File: src/rtl/pipeline_cp0.sv
// Coprocessor-0 responder for the 5-stage pipeline.
// It executes mtc0/mfc0/eret, takes exceptions and interrupts, and sends a
// one-cycle redirect/flush to the fetch stage.
// Optional feature: define CP0_TIMER_EN to add COUNT (r9) and COMPARE (r11)
// plus the IP7 timer interrupt.
module pipeline_cp0 #(
   parameter logic [31:0] HANDLER_ADDR = 32'h0000_0100,
   parameter int          SYNC_STAGES  = 2
) (
   input  logic        clk,
   input  logic        rst_n,
   input  logic [2:0]  cp_oper,
   input  logic [4:0]  cp_addr,
   input  logic [31:0] cp_wdata,
   output logic [31:0] cp_rdata,
   input  logic [31:0] pc_id,
   input  logic [31:0] pc_ex,
   input  logic        stall,
   input  logic        undefined,
   input  logic        outOfMemory,
   input  logic        ext_int,
   output logic        redirect,
   output logic [31:0] redirect_pc,
   output logic        flush,
   output logic        in_handler
);

   localparam logic [2:0] OP_MTC0 = 3'd1;
   localparam logic [2:0] OP_ERET = 3'd3;

   typedef enum logic [1:0] {RUN, ENTER, RETURN} state_t;

   state_t                 state;
   logic                   ie, exl;
   logic [4:0]             exc_code;
   logic [31:0]            epc, ebase;
   logic [SYNC_STAGES-1:0] sync;
   logic                   ip2, ip7, irq;
   logic                   ev_exc, take_eret, wr_en;
   logic [4:0]             exc_next;
   logic [31:0]            epc_next;

   assign ip2        = sync[SYNC_STAGES-1];
   assign irq        = ip2 | ip7;
   assign in_handler = exl;

   // Two-flop (or deeper) synchronizer for the asynchronous interrupt line
   always_ff @(posedge clk or negedge rst_n) begin
      if (!rst_n) sync <= '0;
      else        sync <= {sync[SYNC_STAGES-2:0], ext_int};
   end

   // Pick the single winning event this cycle (only meaningful in RUN)
   always_comb begin
      ev_exc    = 1'b0;
      exc_next  = 5'd0;
      epc_next  = pc_id;
      take_eret = 1'b0;
      wr_en     = 1'b0;
      if (state == RUN) begin
         if (outOfMemory) begin
            ev_exc   = 1'b1;
            exc_next = 5'd4;
            epc_next = pc_ex;
         end else if (!stall) begin
            if (undefined) begin
               ev_exc   = 1'b1;
               exc_next = 5'd10;
            end else if (irq && ie && !exl) begin
               ev_exc   = 1'b1;
               exc_next = 5'd0;
            end else if (cp_oper == OP_ERET) begin
               take_eret = 1'b1;
            end else if (cp_oper == OP_MTC0) begin
               wr_en = 1'b1;
            end
         end
      end
   end

`ifdef CP0_TIMER_EN
   logic [31:0] count, compare;
   logic        ip7_q;

   // Free-running counter; a COMPARE write acknowledges the timer interrupt
   always_ff @(posedge clk or negedge rst_n) begin
      if (!rst_n) begin
         count   <= '0;
         compare <= '0;
         ip7_q   <= 1'b0;
      end else begin
         count <= (wr_en && cp_addr == 5'd9) ? cp_wdata : count + 32'd1;
         if (wr_en && cp_addr == 5'd11) begin
            compare <= cp_wdata;
            ip7_q   <= 1'b0;
         end else if (count == compare && compare != 32'd0) begin
            ip7_q <= 1'b1;
         end
      end
   end
   assign ip7 = ip7_q;
`else
   assign ip7 = 1'b0;
`endif

   // Combinational register read for mfc0 (pre-edge values)
   always_comb begin
      cp_rdata = '0;
      case (cp_addr)
`ifdef CP0_TIMER_EN
         5'd9:  cp_rdata = count;
         5'd11: cp_rdata = compare;
`endif
         5'd12: cp_rdata = {30'd0, exl, ie};
         5'd13: cp_rdata = {16'd0, ip7, 4'd0, ip2, 3'd0, exc_code, 2'd0};
         5'd14: cp_rdata = epc;
         5'd15: cp_rdata = ebase;
         default: cp_rdata = '0;
      endcase
   end

   // Control FSM: register updates and registered redirect/flush outputs
   always_ff @(posedge clk or negedge rst_n) begin
      if (!rst_n) begin
         state       <= RUN;
         ie          <= 1'b0;
         exl         <= 1'b0;
         exc_code    <= '0;
         epc         <= '0;
         ebase       <= HANDLER_ADDR;
         redirect    <= 1'b0;
         flush       <= 1'b0;
         redirect_pc <= '0;
      end else begin
         redirect <= 1'b0;
         flush    <= 1'b0;
         case (state)
            RUN: begin
               if (ev_exc) begin
                  epc         <= epc_next;
                  exc_code    <= exc_next;
                  exl         <= 1'b1;
                  state       <= ENTER;
                  redirect    <= 1'b1;
                  flush       <= 1'b1;
                  redirect_pc <= ebase;
               end else if (take_eret) begin
                  exl         <= 1'b0;
                  state       <= RETURN;
                  redirect    <= 1'b1;
                  flush       <= 1'b1;
                  redirect_pc <= epc;
               end else if (wr_en) begin
                  // CAUSE is entirely read-only from software
                  case (cp_addr)
                     5'd12: {exl, ie} <= cp_wdata[1:0];
                     5'd14: epc       <= cp_wdata;
                     5'd15: ebase     <= cp_wdata;
                     default: ;
                  endcase
               end
            end
            default: state <= RUN;
         endcase
      end
   end

endmodule

File: config.mk
export PLATFORM = sky130hd
export DESIGN_NAME = pipeline_cp0
export DESIGN_NICKNAME = d
export VERILOG_FILES = /design/src/rtl/pipeline_cp0.sv
export SDC_FILE = /design/constraint.sdc
export NUM_CORES = 1
export LEC_CHECK = 0
export BUFFER_PORTS_ARGS = -buffer_cell sky130_fd_sc_hd__buf_2
export CORE_MARGIN = 10
export CORE_UTILIZATION = 50
export DETAILED_ROUTE_END_ITERATION = 16
export GPL_TIMING_DRIVEN = 0
export PLACE_DENSITY_LB_ADDON = 0.12
export SYNTH_ARGS = -nofsm -noshare
export SYNTH_HDL_FRONTEND = slang
export SYNTH_SLANG_ARGS = --single-unit
File: constraint.sdc
create_clock -name clk -period 2.1 [get_ports clk]
set_input_delay 0.42 -clock clk [delete_from_list [all_inputs] [get_ports clk]]
set_output_delay 0.42 -clock clk [all_outputs]
set_load 0.1 [all_outputs]
==> summary.md <==
| Metric | Value |
|---|---|
| Hold Path Class | in -> async |
| Leak Pwr | ~3.6 nW |
| Maxcap violations | 0 |
| Outcome | completed |
| TritonCTS clock tree | yes |
| Pre-CTS setup slack | -0.788 ns |
| Sequential element share of the synthesized area | 0.514 |
| Num CTS Buffers | 9 |
| Initial Utilization | 0.519 |
| Setup slack after layout | ~0.0077 ns |
| Sequential Area | approximately 2600 um2 |
| Worst Setup Start Kind | primary input |
| Register share of total power | 0.488 |
| PwrDens | between 600 and 700 nW/um2 |
| Total gr overflow | 0 |
| Detailed placement HPWL | around 12000 um |
| Final hold vios | 0 |
| Core Area | 9860 um2 |
| Area occupied by multi-input gates | between 2000 and 2500 um2 |
| Fmax | 478 MHz |
| Standard-cell rows | 36 |
| Die Area | around 15000 um2 |
| Vias in the first global route | about 4900 |
| Iteration count of the initial detailed-routing pass | 6 |
| Total number of vias | 4612 |
| H-tree Lvls | 3 |
| Tcrit/Tclk final | 0.996 |
| Routed WL | ~17000 um |
| Worst-margin pin slew | ~0.88 ns |
| Clk buf depth | 2 |
| Hold_buf cts | 0 |
| EDFF count, synth | 0 |
| Switching share of power | 0.316 |
| Post-layout min period | between 2 and 2.5 ns |
| Chip Height | around 120 um |
| Critical path class | in -> out |
| Post-synthesis cell count | roughly 420 |
| Crit end category | primary output |
| CTS Sinks | between 100 and 150 |
| Internal power | 3.22 mW |
| CTS root buffer | clkbuf_8 |
| Post-synth top flop | dfrtp_1 |
| Worst path required time | between 1.5 and 2 ns |
| Final setup viols | 0 |
| Most common cell after layout, fill and taps aside | buf_2 |
| Tot GR Track Use | 0.224 |
| Non-Filler Cell Area, Final | 6970 um2 |
| Commonest non-fill, non-tap cells in the layout | buf_2, dfrtp_1, a221o_1 |
| Slew Limit Fails | 0 |
| DIE WIDTH | 121 um |
| Antenna-violating nets left | 0 |
| Yosys cell types | 36 |
| #FFs+latches synth | roughly 110 |
| Mapped cell area | approximately 5000 um2 |
| Fillcell total | around 760 |
| Area Growth Syn to Fin | 36.2% |
| Nets | slightly above 700 |
| Worst slew margin | 0.413 |
| Pin count of the biggest net entering global routing | 61 |
| Post-synth ARST share | 1.00 |
| First-pass GRT wire length | 26200 um |
| RSZ-0062 raised after global routing | yes |
| Port buffer count | about 180 |
| Ports | 177 |
| Wire per inst | roughly 23 um |
| # DRC | 0 |
| Placed instance area | roughly 6300 um2 |
| Crit path arrival time | 1.67 ns |
| Layout cells sized above 1 | 0.493 |
| Clock Pin Slew Worst Setup and Hold Paths | 0.10 ns |
| Vias per cell | ~6.2 |
| Logic pwr share | 0.202 |
| CP Max Fanout | 10 |
| Iteration-0 DRC Markers | approximately 370 |
| Max VDD drop | around 0.00035 V |
| Clock share of power | 0.310 |
| Worst-skew pair later-pin latency | 0.38 ns |
| Antenna violations before repair | 0 |
| Antenna Cells | 0 |
| Setup Skew | roughly 0.012 ns |
| Syn Area/Cell | 12.1 um2 |
| Routability congestion estimate | about 0.86 |
| Flop-to-flop setup slack | approximately 0.090 ns |
| Ys Warns | 0 |
| Syn nets | about 530 |
| Sw power | ~1.5 mW |
-- sequential cells by signal, summed over array words and instances (netlist names) --
| signal | count |
|---|---|
| ebase | 32 |
| epc | 32 |
| redirect_pc | 32 |
| exc_code | 2 |
| state | 2 |
| sync | 2 |
| flush | 1 |
| ie | 1 |
| in_handler | 1 |
-- final timing paths --
| check | end | startpoint | cells after the start |
|---|---|---|---|
| max in group asynchronous | ebase[8]$_DFFE_PN1P_ | rst_n | 2 |
| min | ebase[29]$_DFFE_PN0P_ | rst_n | 1 |
| max | cp_rdata[26] | cp_addr[4] | 6 |
| max reg2reg | redirect_pc[0]$_DFFE_PN0P_ | ie$_DFFE_PN0P_ | 5 |
| min reg2reg | sync[1]$_DFF_PN0_ | sync[0]$_DFF_PN0_ | 0 |
| min in group clk | sync[0]$_DFF_PN0_ | ext_int | 1 |
-- power by group through the flow --
stage                     clock network [mW]  logic, mW  registers [mW]
after detailed placement                   0      0.912            2.33
after global routing                    1.55       1.02            2.31
after CTS                               1.48      0.938            2.29
final                                   1.46      0.951            2.29
after global placement                     0      0.887            2.32
after floorplan                            0      0.460            2.44
-- stage by stage --
step           instances  power [mW]  hold slack [ns]  utilization  TNS, ns
4_1_cts              747        4.71           0.0642        0.693        0
3_3_place_gp         730        3.20            0.349        0.634  -113.65
5_1_grt              745        4.88           0.0846        0.706   -0.469
3_5_place_dp         731        3.24            0.360        0.637   -62.04
2_1_floorplan        422        2.90            0.124            -    -8.83
6_report             745        4.71           0.0517        0.706        0
-- synth_stat cells (2+ instances only) --
master | number | share of area
mux2i_1 | 32 | 0.063
nor3_1 | 32 | 0.031
and3_1 | 35 | 0.043
o21ai_0 | 3 | 0.0029
buf_6 | 3 | 0.0066
a222oi_1 | 2 | 0.0039
dfrtp_1 | 104 | 0.51
mux2_2 | 32 | 0.070
buf_2 | 6 | 0.0059
a22o_1 | 26 | 0.044
nand2_1 | 10 | 0.0073
o31ai_1 | 2 | 0.0029
a22oi_1 | 5 | 0.0073
clkbuf_1 | 33 | 0.024
inv_1 | 5 | 0.0037
nor2_1 | 5 | 0.0037
buf_4 | 2 | 0.0029
and3b_1 | 4 | 0.0068
a221o_1 | 64 | 0.13
-- logic make-up (layout without fill, tap and decap cells) --
logic type / after synthesis / after routing / share of synthesized area
buffers and inverters: 49 / 239 / 0.0433
AND/OR/NAND/NOR: 98 / 98 / 0.114
AO/OA/AOI/OAI: 105 / 105 / 0.193
flip-flops: 105 / 105 / 0.514
multiplexers: 65 / 65 / 0.135
-- per-layer routing --
metal	routed length, um	track usage	up-vias
met1	6980	0.280	2333
met2	8410	0.372	202
met5	0	0	-
li1	-	-	2049
met3	1430	0.0665	28
met4	321	0.0574	0
-- worst max-delay path: stages --
cell and delay [ns]:
buf_2 0.09, and3b_2 0.27, and3b_2 0.28, clkbuf_8 0.22
a22o_2 0.17, buf_8 0.20
-- timing repair --
action                                  4_1_cts  5_1_grt
endpoints found under the setup margin       95       91
pin swaps                                     5        3
setup buffers                                 2        0
resized for setup                            98       40
-- area by class of cell --
| cell class | instances | share of cell area |
|---|---|---|
| buffer | 40 | 0.0422 |
| tap | 133 | 0.0239 |
| sequential | 105 | 0.377 |
| clock inverter | 7 | 0.0156 |
| multi-input combinational | 268 | 0.343 |
| clock buffer | 9 | 0.0178 |
| inverter | 5 | 0.00269 |
| timing repair buffer | 178 | 0.177 |
No activity file was read; power rests on OpenSTA's default activity.
